## src/rtl/battleship_pkg.sv

```systemverilog
// -----------------------------------------------------------------------------
// battleship_pkg
//   Shared constants, key codes, FSM state type and key-classification helpers
//   for the keyboard targeting stage and the placement stage.
// -----------------------------------------------------------------------------
package battleship_pkg;

  localparam int GRID_DIM  = 6;
  localparam int NUM_CELLS = GRID_DIM * GRID_DIM;

  localparam logic [7:0] KEY_ENTER       = 8'h0D;
  localparam logic [7:0] KEY_BKSP        = 8'h08;
  localparam logic [7:0] KEY_ROW_BASE_UC = 8'h41;  // 'A'
  localparam logic [7:0] KEY_ROW_BASE_LC = 8'h61;  // 'a'
  localparam logic [7:0] KEY_COL_BASE    = 8'h31;  // '1'

  typedef enum logic [2:0] {
    IDLE    = 3'd0,
    ROW_SET = 3'd1,
    COL_SET = 3'd2,
    FIRE    = 3'd3,
    WAIT    = 3'd4
  } state_t;

  function automatic logic in_range(input logic [7:0] code, input logic [7:0] base);
    return (code >= base) && (code <= base + 8'(GRID_DIM - 1));
  endfunction

  function automatic logic is_row_key(input logic [7:0] code);
    return in_range(code, KEY_ROW_BASE_UC) || in_range(code, KEY_ROW_BASE_LC);
  endfunction

  function automatic logic is_col_key(input logic [7:0] code);
    return in_range(code, KEY_COL_BASE);
  endfunction

  // Every key base (0x41, 0x61, 0x31) has low bits 3'b001, so for any key that
  // passed a range check the field value is simply the low 3 bits minus one.
  function automatic logic [2:0] key_field(input logic [7:0] code);
    return code[2:0] - 3'd1;
  endfunction

endpackage

```

## src/rtl/cell_onehot_enc.sv

```systemverilog
// -----------------------------------------------------------------------------
// cell_onehot_enc
//   Combinational decoder from a (row, col) grid coordinate to a one-hot cell
//   vector, bit index = row*GRID_DIM + col. Out-of-grid coordinates give 0.
// Ports:
//   row    in  3          row index (A=0)
//   col    in  3          column index ('1'=0)
//   onehot out NUM_CELLS  one-hot selected cell
// -----------------------------------------------------------------------------
module cell_onehot_enc
  import battleship_pkg::*;
(
  input  logic [2:0]           row,
  input  logic [2:0]           col,
  output logic [NUM_CELLS-1:0] onehot
);

  logic [5:0] idx;

  always_comb begin
    idx    = 6'(row) * 6'(GRID_DIM) + 6'(col);
    onehot = '0;
    if ((row < 3'(GRID_DIM)) && (col < 3'(GRID_DIM))) begin
      onehot = NUM_CELLS'(36'd1) << idx;
    end
  end

endmodule

```

## src/rtl/fire_control.sv

```systemverilog
// -----------------------------------------------------------------------------
// fire_control
//   Keyboard-driven targeting stage. Collects a row letter (A-F / a-f) and a
//   column digit (1-6), and on Enter issues a one-cycle fire pulse with a
//   one-hot target held stable until the resolver's result window elapses.
//   Tracks the set of cells fired at and a saturating shot count.
//
//   Build option: define REPEAT_SHOT_BLOCK_EN to reject Enter on a cell that
//   was already fired at (entry_err, stays in COL_SET, no fire).
//
// Ports:
//   clk           in   1   system clock
//   reset         in   1   synchronous, active-low reset
//   turn_en       in   1   this player's turn; key entry ignored when low
//   key_valid     in   1   one-cycle strobe, key_code valid
//   key_code      in   8   ASCII byte from keyboard decoder
//   target        out  36  one-hot selected cell, nonzero from FIRE through WAIT
//   fire          out  1   one-cycle pulse, target valid in same cycle
//   busy          out  1   high in FIRE and WAIT
//   entry_err     out  1   one-cycle pulse the cycle after a rejected key
//   shot_history  out  36  bit set for every cell fired at
//   shots_fired   out  6   number of fires, saturates at 36
//   state         out  3   current FSM state (debug observation)
//
// Key handshake: a key is consumed on the rising edge where key_valid=1 and
// turn_en=1; there is no back-pressure. Keys arriving in FIRE or WAIT are
// dropped silently.
// -----------------------------------------------------------------------------
module fire_control
  import battleship_pkg::*;
#(
  parameter int RESULT_WAIT = 3
)(
  input  logic                 clk,
  input  logic                 reset,
  input  logic                 turn_en,
  input  logic                 key_valid,
  input  logic [7:0]           key_code,
  output logic [NUM_CELLS-1:0] target,
  output logic                 fire,
  output logic                 busy,
  output logic                 entry_err,
  output logic [NUM_CELLS-1:0] shot_history,
  output logic [5:0]           shots_fired,
  output state_t               state
);

  localparam logic [7:0] WAIT_LAST = 8'(RESULT_WAIT - 1);
  localparam logic [5:0] SHOT_MAX  = 6'(NUM_CELLS);

  logic [2:0]           row_q;
  logic [2:0]           col_q;
  logic [7:0]           wait_cnt;
  logic [NUM_CELLS-1:0] sel_onehot;

  logic       key_act;
  logic       k_row;
  logic       k_col;
  logic       k_bksp;
  logic       k_enter;
  logic [2:0] k_val;
  logic       repeat_cell;

  cell_onehot_enc u_enc (
    .row    (row_q),
    .col    (col_q),
    .onehot (sel_onehot)
  );

  always_comb begin
    key_act     = key_valid & turn_en;
    k_row       = is_row_key(key_code);
    k_col       = is_col_key(key_code);
    k_bksp      = (key_code == KEY_BKSP);
    k_enter     = (key_code == KEY_ENTER);
    k_val       = key_field(key_code);
    repeat_cell = |(sel_onehot & shot_history);
  end

  always_ff @(posedge clk) begin
    if (!reset) begin
      state        <= IDLE;
      row_q        <= '0;
      col_q        <= '0;
      wait_cnt     <= '0;
      target       <= '0;
      fire         <= 1'b0;
      busy         <= 1'b0;
      entry_err    <= 1'b0;
      shot_history <= '0;
      shots_fired  <= '0;
    end else begin
      fire      <= 1'b0;
      entry_err <= 1'b0;
      case (state)
        IDLE: begin
          if (key_act) begin
            if (k_row) begin
              row_q <= k_val;
              state <= ROW_SET;
            end else if (!k_bksp) begin
              // Column before row, Enter with nothing selected, or unknown key.
              entry_err <= 1'b1;
            end
          end
        end

        ROW_SET: begin
          if (key_act) begin
            if (k_row) begin
              row_q <= k_val;
            end else if (k_col) begin
              col_q <= k_val;
              state <= COL_SET;
            end else if (k_bksp) begin
              row_q <= '0;
              state <= IDLE;
            end else begin
              entry_err <= 1'b1;
            end
          end
        end

        COL_SET: begin
          if (key_act) begin
            if (k_row) begin
              row_q <= k_val;
            end else if (k_col) begin
              col_q <= k_val;
            end else if (k_bksp) begin
              col_q <= '0;
              state <= ROW_SET;
            end else if (k_enter) begin
`ifdef REPEAT_SHOT_BLOCK_EN
              if (repeat_cell) begin
                entry_err <= 1'b1;
              end else begin
                state        <= FIRE;
                fire         <= 1'b1;
                busy         <= 1'b1;
                target       <= sel_onehot;
                shot_history <= shot_history | sel_onehot;
                if (shots_fired != SHOT_MAX) shots_fired <= shots_fired + 6'd1;
              end
`else
              // Repeat cells fire normally; history bit is simply re-set.
              state        <= FIRE;
              fire         <= 1'b1;
              busy         <= 1'b1;
              target       <= sel_onehot;
              shot_history <= shot_history | sel_onehot;
              if (shots_fired != SHOT_MAX) shots_fired <= shots_fired + 6'd1;
`endif
            end else begin
              entry_err <= 1'b1;
            end
          end
        end

        FIRE: begin
          // fire/target/history were registered on entry; this is the pulse cycle.
          wait_cnt <= '0;
          state    <= WAIT;
        end

        WAIT: begin
          if (wait_cnt == WAIT_LAST) begin
            state  <= IDLE;
            busy   <= 1'b0;
            target <= '0;
            row_q  <= '0;
            col_q  <= '0;
          end else begin
            wait_cnt <= wait_cnt + 8'd1;
          end
        end

        default: state <= IDLE;
      endcase
    end
  end

`ifndef REPEAT_SHOT_BLOCK_EN
  logic unused_repeat;
  assign unused_repeat = repeat_cell;
`endif

endmodule

```

## config.mk

```make
export PLATFORM = sky130hd
export DESIGN_NAME = fire_control
export DESIGN_NICKNAME = d
export VERILOG_FILES = /design/src/rtl/battleship_pkg.sv /design/src/rtl/cell_onehot_enc.sv /design/src/rtl/fire_control.sv
export SDC_FILE = /design/constraint.sdc
export NUM_CORES = 1
export LEC_CHECK = 0
export CAP_MARGIN = 20
export CORE_MARGIN = 4
export CORE_UTILIZATION = 49
export CTS_BUF_LIST = sky130_fd_sc_hd__clkbuf_2
export CTS_CLUSTER_DIAMETER = 100
export CTS_CLUSTER_SIZE = 30
export DETAILED_ROUTE_END_ITERATION = 10
export PLACE_DENSITY_LB_ADDON = 0.12
export SLEW_MARGIN = 10
export SYNTH_ARGS = -nofsm -noshare
export SYNTH_HDL_FRONTEND = slang
export SYNTH_SLANG_ARGS = --single-unit
```

## constraint.sdc

```tcl
create_clock -name clk -period 3.2 [get_ports clk]
set_input_delay 0.64 -clock clk [delete_from_list [all_inputs] [get_ports clk]]
set_output_delay 0.64 -clock clk [all_outputs]
set_load 0.03 [all_outputs]
```

Word-level counts from Yosys, hierarchy flattened
Index checks and enable logic that the tools add are counted.

Word-level logic and storage cells: 134. Register bits after elaboration: 98.

Equality and inequality tests: 27. Bitwise operators: 8. Reductions and logical operators: 19. Magnitude comparators: 8. Multipliers: 1. Shift-type cells: 1. Multiplexer cells: 56. Add/sub/neg operators: 4.

Operators by type and width (number): 2-to-1 mux 36 bit (7); case mux 36 bit (2 select lines) (1); 2-to-1 mux 3 bit (23); bitwise OR 36 bit (1); left shift 1 x 6 -> 36 bit (first input constant) (1); inequality test 2 bit (second input constant) (12); AND reduction 7 bit (3); 2-to-1 mux 1 bit (18); case mux 3 bit (3 select lines) (2); equality test 8 x 4 -> 1 bit (second input constant) (2); greater-or-equal comparator 8 x 7 -> 1 bit (second input constant) (2); less-or-equal comparator 8 x 7 -> 1 bit (second input constant) (2); case mux 8 bit (2 select lines) (1); inequality test 3 bit (second input constant) (5); case mux 3 bit (5 select lines) (1); AND reduction 10 bit (1); adder 8 x 1 -> 8 bit (second input constant) (1); equality test 8 x 2 -> 1 bit (second input constant) (1); greater-or-equal comparator 8 x 6 -> 1 bit (second input constant) (1); less-or-equal comparator 8 x 6 -> 1 bit (second input constant) (1); 2-to-1 mux 8 bit (1); AND reduction 8 bit (1); adder 6 x 1 -> 6 bit (second input constant) (1); adder 6 x 3 -> 6 bit (1); 21 further kinds (34).

Depth between registers and ports, before layout
Gate-level depths: netlist of run 1.

Depth in word-level cells: 10. Mapped depth: 10. Depth with buffers taken out: 9.

Hierarchy
Synthesis of run 1 repeated with hierarchy kept, for this count alone.

Cells, all modules: 532. Area, all modules: 4842.1 sq um.

By module, submodules not included: fire_control (area an instance 4309.1 sq um, seq. area each 1961.9 sq um, cells an instance 440, instances 1); cell_onehot_enc (area an instance 533.0 sq um, seq. area each 0.0 sq um, cells an instance 92, instances 1).

Worst setup path before layout of run 1
Ideal clock, no wire load.

Path kind: register -> register. From: reg row_q[1]. To: reg shot_history[0]. Buffers on the path: 1. Slack: 678 ps. Clock period less this slack: 2522 ps. Data required time: 3142 ps. Cell stages (with the launch flop): 11. Arrival: 2464 ps. Cell sequence: dfxtp_1 ha_1 inv_1 fa_1 nand2b_1 or3_4 a211o_2 or2_1 buf_6 nor2_1 o21a_1.

Longest elaborated chain between the ends: 5. Elaborated cells on any way between the ends: 7. Those cells by class: add/sub (1); mul (1); order compare (1); shift (1); mux (1); bitwise (1); reduce/logical (1).

RTL lines: from (decl) (RTL line fire_control.sv:51) `logic [2:0] row_q;`; from (signal assigned) (RTL line fire_control.sv:99) `row_q <= k_val;`; from (signal assigned) (RTL line fire_control.sv:111) `row_q <= k_val;`; from (signal assigned) (RTL line fire_control.sv:127) `row_q <= k_val;`; multiplier 3 x 2 -> 5 bit (RTL line cell_onehot_enc.sv:21) `idx = 6'(row) * 6'(GRID_DIM) + 6'(col);`; adder 6 x 3 -> 6 bit (RTL line cell_onehot_enc.sv:21); left shift 1 x 6 -> 36 bit (RTL line cell_onehot_enc.sv:24) `onehot = NUM_CELLS'(36'd1) << idx;`; 2-to-1 mux 36 bit * (RTL line cell_onehot_enc.sv:23) `if ((row < 3'(GRID_DIM)) && (col < 3'(GRID_DIM))) begin`; bitwise OR 36 bit * (RTL line fire_control.sv:151) `shot_history <= shot_history | sel_onehot;`; to (signal assigned) (RTL line fire_control.sv:151); to (decl) (RTL line fire_control.sv:43) `output logic [NUM_CELLS-1:0] shot_history,`.

Every way passes the cells marked *; elsewhere a longest branch is shown, timed or not. A chain may end at the register's enable or synchronous reset.

Worst setup path after layout of run 1
From: reg row_q[1]. To: reg target[15].

Longest elaborated chain between the ends: 10. Elaborated cells on any way between the ends: 12. Those cells by class: add/sub (1); mul (1); order compare (1); shift (1); mux (7); reduce/logical (1).

RTL lines: multiplier 3 x 2 -> 5 bit (RTL line cell_onehot_enc.sv:21); adder 6 x 3 -> 6 bit (RTL line cell_onehot_enc.sv:21); left shift 1 x 6 -> 36 bit (RTL line cell_onehot_enc.sv:24); 2-to-1 mux 36 bit * (RTL line cell_onehot_enc.sv:23); 2-to-1 mux 36 bit * (RTL line fire_control.sv:133) `end else if (k_enter) begin`; 2-to-1 mux 36 bit * (RTL line fire_control.sv:130) `end else if (k_bksp) begin`; 2-to-1 mux 36 bit * (RTL line fire_control.sv:128) `end else if (k_col) begin`; 2-to-1 mux 36 bit * (RTL line fire_control.sv:126) `if (k_row) begin`; 2-to-1 mux 36 bit * (RTL line fire_control.sv:125) `if (key_act) begin`; case mux 36 bit (2 select lines) * (RTL line fire_control.sv:95) `case (state)`; to (signal assigned) (RTL line fire_control.sv:150) `target <= sel_onehot;`; to (decl) (RTL line fire_control.sv:39) `output logic [NUM_CELLS-1:0] target,`.

Every way passes the cells marked *; elsewhere a longest branch is shown, timed or not. The select of a mux whose other input is x is not followed.

==> flow_summary.json, run 1 <==
{
  "tns_ns": 0,
  "cp-end-kind": "flip-flop",
  "fin_crit_sh_pct": 92.3,
  "fin_crit_ns": 2.95,
  "worstPathCellList": "ha_1 > inv_1 > fa_1 > xnor2_1 > and3_1 > and3_1 > nand3_1 > a21oi_1",
  "grt_start_max_net_pins": 52,
  "num_vias": 4145,
  "htree_levels": 3,
  "rsz0062_at_grt": "no",
  "antenna_found_initial": 0,
  "diodes": 0,
  "crit_type": "flip-flop to flip-flop",
  "clock.fmax_ghz": 0.339,
  "drv_slew": 0,
  "cp_num_buf_inv": 1,
  "num_rows": 34,
  "crit_path_top_delay_cell": "xnor2_1",
  "clk_latency_ns": 0.58,
  "post_cts_resized": 0,
  "slew-limit-headroom_pct": 47.5,
  "root_buffer": "clkbuf_2",
  "powerDensity_mw_per_mm2": 335,
  "wirelength_um": 11600,
  "cts_setup_buffers": 0,
  "synth.cell_area_mm2": 0.00447,
  "cpPeakStageDelay_ns": 0.56,
  "arrival_ns": 3.48,
  "post-synth-top-count-cell": "dfxtp_1",
  "grt_overflow": 0,
  "ir_worst_vdd_uv": 270,
  "fin_nets": 654,
  "total_power_mw": 1.88,
  "start_util_pct": 50.8,
  "skew_ns": 0.0217,
  "die_h_um": 104,
  "fillers": 794,
  "cp_data_required_time_ns": 3.72,
  "dp_hpwl_um": 8540,
  "drive_above_1_share_pct": 6.50,
  "synth.top_cell.area_share_pct": 43.9,
  "holdCritPathClass": "flip-flop to flip-flop",
  "crit_fanout": 12,
  "yosys_warnings": 0,
  "critPathMostFrequentCell": "and3_1",
  "ys_ff_latch": 98,
  "cts_hold_buf": 0,
  "setup_viol": 0,
  "worstMarginPinSlew_ns": 0.780,
  "cts_buffer_depth": 2,
  "antenna_left": 0,
  "seqCellArea_mm2": 0.00196,
  "cts_buffers": 9,
  "io_buffer_count": 95,
  "viasPerCell": 5.61,
  "synth_largest_area_cell": "dfxtp_1",
  "gp_congestion": 0.890,
  "dr.pass1.iters": 5,
  "whs_ns": 0.470,
  "syn_avg_cell_area_um2": 8.31,
  "synth-main-ff-cell": "dfxtp_1",
  "grt_util_all_layers_pct": 21.9,
  "ys_async_sr_fraction_pct": 0,
  "synth_fp_nets": 566,
  "critPathLaunchType": "flip-flop",
  "io_pins": 96,
  "synth.area.top_cells": "dfxtp_1, a21oi_1, nor2_1",
  "synthTopCellsByCount": "dfxtp_1, nor2_1, nand2_1, a21oi_1, nand3_1",
  "syn_inst": 538,
  "drt_iter0_drc": 255,
  "cts_tree": "built",
  "hold_viol": 0,
  "core_mm2": 0.00881,
  "area_growth_pct": 25.8,
  "drc": 0,
  "die_x_um": 104,
  "clkTransAtPathRegs_ns": 0.27,
  "outcome": "complete, no violations",
  "cap_violations": 0,
  "wl_per_cell_um": 15.7,
  "numClockSinks": 98,
  "synth_edf_count": 0,
  "multi_input_area_mm2": 0.00231,
  "power.leakage_nw": 1.99,
  "design.die.area_mm2": 0.0107,
  "seq_area_frac_synth_pct": 43.9,
  "grt_pass1_vias": 3998,
  "grt_pass1_wl_um": 19600,
  "synth_cell_types": 59,
  "path_delay_family": "simple AND/OR/NAND/NOR gates"
}
[cells by family (layout without fill, tap and decap cells)]
family / Yosys count / after routing / synth area share, %
AND/OR/NAND/NOR: 245 / 245 / 26.7
adder cells (fa/ha/maj): 16 / 16 / 4.81
XOR/XNOR: 11 / 11 / 2.15
buffers and inverters: 45 / 138 / 4.42
flip-flops: 98 / 98 / 43.9
AO/OA/AOI/OAI: 116 / 116 / 16.5
multiplexers: 7 / 7 / 1.57
[tightest hold or removal path, stage by stage (launching register included)]
cell,delay (ns)
dfxtp_1,0.37
nand2_1,0.05
a21oi_1,0.05
[path summary, 6_finish.rpt]
path | cells past startpoint | endpoint | start | slack, ns
worst min-delay path | 2 | target[35] | target[35] | 0.47
worst max register to register | 8 | target[15] | row_q[1] | 0.25
worst max-delay path | 8 | target[15] | row_q[1] | 0.25
worst min register to register | 2 | target[35] | target[35] | 0.47
[metrics by stage]
| stage | cell area (um^2) | setup WS [ns] | instances | utilization [%] |
|---|---|---|---|---|
| after floorplan | 4470 | 0.678 | 538 | - |
| after global placement | 5520 | 0.165 | 723 | 62.7 |
| after detailed placement | 5520 | 0.0821 | 723 | 62.7 |
| after CTS | 5630 | 0.269 | 739 | 63.9 |
| after global routing | 5630 | 0.0406 | 739 | 63.9 |
| final | 5630 | 0.247 | 739 | 63.9 |
[placed cells by master, fill, tap and decap left out, types with 9 or more instances in the layout]
master / instances
a21oi_1: 60
ha_1: 14
clkdlybuf4s50_1: 95
o21a_1: 24
nor2_1: 69
nand2_1: 68
dfxtp_1: 98
buf_4: 12
inv_1: 14
nand4_1: 18
or3_1: 15
nand3_1: 27
clkbuf_2: 9
[layout make-up]
class	instances	area share, %
Inverter	14	0.934
Multi-Input combinational cell	395	41.1
Tap cell	108	2.40
Timing Repair Buffer	108	18.9
Clock inverter	7	1.02
Sequential cell	98	34.9
Clock buffer	9	0.801
[registers in the layout (all words and copies together), names as in the netlist]
signal / count
row_q: 3
target: 36
entry_err: 1
busy: 1
state: 3
col_q: 3
shot_history: 36
fire: 1
shots_fired: 6
wait_cnt: 8
[power breakdown]
part	switching, mW	internal, mW
combinational	0.0586	0.0330
clock	0.446	0.116
sequential	0.00156	1.23
total	0.506	1.38
[layer usage]
| layer | share of wire [%] | vias up | global-route usage, % |
|---|---|---|---|
| li1 | - | 2044 | - |
| met1 | 44 | 1943 | 28.8 |
| met2 | 47 | 137 | 35.2 |
| met3 | 7.7 | 21 | 7.34 |
| met4 | 1.5 | 0 | 4.75 |
| met5 | 0 | - | 0 |
No activity file was read; power rests on OpenSTA's default activity.
==> inputs of run 2 (changes only) <==
Settings changed: CTS_CLUSTER_SIZE 30 to unset.
==> results of run 2 <==
No change in the layout: final DEF, timing and power equal those of run 1.
==> inputs of run 3 (changes only) <==
Settings changed: MAX_ROUTING_LAYER set to met4.
==> run 3 against run 2 <==
Effect of this change: worst hold slack hardly changed; via count is 0.31% higher; die area stayed put; utilization stayed put; sequential power hardly changed; power hardly changed; fmax is 0.47% lower; largest power group unchanged; worst setup slack worse by 0.014 ns; cell count stayed put.
==> flow_summary.json, run 3 (synthesis results as in run 1) <==
{
  "outcome": "complete, no violations",
  "fin_crit_sh_pct": 92.7,
  "final_common_cell": "dfxtp_1",
  "cap_violations": 0,
  "fin_nets": 654,
  "drc": 0,
  "setup_viol": 0,
  "cts_tree": "built",
  "drive_above_1_share_pct": 6.50,
  "arrival_ns": 3.48,
  "numClockSinks": 98,
  "grt_pass1_vias": 3996,
  "hold_viol": 0,
  "viasPerCell": 5.63,
  "cp-end-kind": "flip-flop",
  "power.leakage_nw": 1.99,
  "root_buffer": "clkbuf_2",
  "cts_setup_buffers": 0,
  "diodes": 0,
  "post_cts_resized": 0,
  "grt_util_all_layers_pct": 22.5,
  "worstPathCellList": "ha_1 > inv_1 > fa_1 > xnor2_1 > and3_1 > and3_1 > nand3_1 > a21oi_1",
  "clk_latency_ns": 0.57,
  "gp_congestion": 0.905,
  "drt_iter0_drc": 249,
  "worstMarginPinSlew_ns": 0.768,
  "clock.fmax_ghz": 0.337,
  "area_growth_pct": 25.8,
  "io_buffer_count": 95,
  "fillers": 794,
  "crit_type": "flip-flop to flip-flop",
  "dp.cells": 723,
  "drv_slew": 0,
  "top_regs": "shot_history (36), target (36), wait_cnt (8)",
  "slew-limit-headroom_pct": 48.3,
  "grt_pass1_wl_um": 19500,
  "design.die.area_mm2": 0.0107,
  "powerDensity_mw_per_mm2": 335,
  "crit_path_top_delay_cell": "xnor2_1",
  "wirelength_um": 11600,
  "skew_ns": 0.0201,
  "die_x_um": 104,
  "wl_per_cell_um": 15.7,
  "cts_buffer_depth": 2,
  "grt_start_max_net_pins": 52,
  "antenna_left": 0,
  "holdCritPathClass": "flip-flop to flip-flop",
  "antenna_found_initial": 0,
  "seqCellArea_mm2": 0.00196,
  "grt_overflow": 0,
  "cts_hold_buf": 0,
  "num_rows": 34,
  "core_mm2": 0.00881,
  "htree_levels": 3,
  "start_util_pct": 50.8,
  "cp_data_required_time_ns": 3.72,
  "fin_cells": 739,
  "cpPeakStageDelay_ns": 0.56,
  "clkTransAtPathRegs_ns": 0.27,
  "ir_worst_vdd_uv": 270,
  "tns_ns": 0,
  "critPathLaunchType": "flip-flop",
  "rsz0062_at_grt": "no",
  "fin_crit_ns": 2.97,
  "num_vias": 4158,
  "die_h_um": 104,
  "cts_buffers": 9,
  "io_pins": 96,
  "multi_input_area_mm2": 0.00231,
  "dp_hpwl_um": 8540,
  "final_cell_mix": "dfxtp_1, clkdlybuf4s50_1, nor2_1",
  "dr.pass1.iters": 5,
  "critPathMostFrequentCell": "and3_1",
  "crit_fanout": 12
}
## run 3: cell counts in the layout (fill, tap and decap cells not counted)
No cell type changed its count.
## run 3: worst max-delay path, delay by kind of cell, from the launching register on
family                     cells  cell delay, ns
DFF                            1            0.50
adders and majority gates      2            0.73
buffers and inverters          1            0.06
and+or+nand+nor                3            0.91
AOI/OAI and AO/OA              1            0.16
xor gates and xnor gates       1            0.56
## run 3: metrics by stage
step                util (%)  hold slack [ns]  setup slack (ns)  power [mW]  cell area, um^2
CTS                     63.9            0.472             0.269        1.90             5630
detailed placement      62.7            0.445            0.0821        1.34             5520
global route            63.9            0.488            0.0404        1.96             5630
global placement        62.7            0.438             0.165        1.34             5520
finish                  63.9            0.470             0.233        1.88             5630
floorplan                  -            0.456             0.678        1.30             4470
## run 3: final cells by class
class / instances / area share [%]
multi-input combinational: 395 / 41.1
sequential: 98 / 34.9
timing repair buffer: 108 / 18.9
tap: 108 / 2.40
clock inverter: 7 / 1.02
inverter: 14 / 0.934
clock buffer: 9 / 0.801
## run 3: final timing paths
check / from / to / slack [ns] / depth (start not counted)
min reg2reg: target[3] / target[3] / 0.47 / 2
min: target[3] / target[3] / 0.47 / 2
max: row_q[1] / target[15] / 0.23 / 8
max reg2reg: row_q[1] / target[15] / 0.23 / 8
## run 3: where the power goes
| part | switching (mW) | internal (mW) |
|---|---|---|
| clock network | 0.447 | 0.116 |
| logic | 0.0584 | 0.0330 |
| registers | 0.00157 | 1.23 |
| total | 0.506 | 1.38 |
## run 3: layer usage
metal	part of all wire (%)	up-vias	GRT usage, %
li1	-	2041	-
met3	8.4	16	7.03
met4	1.1	0	4.75
met5	0	-	-
met2	47	153	35.3
met1	44	1948	28.9
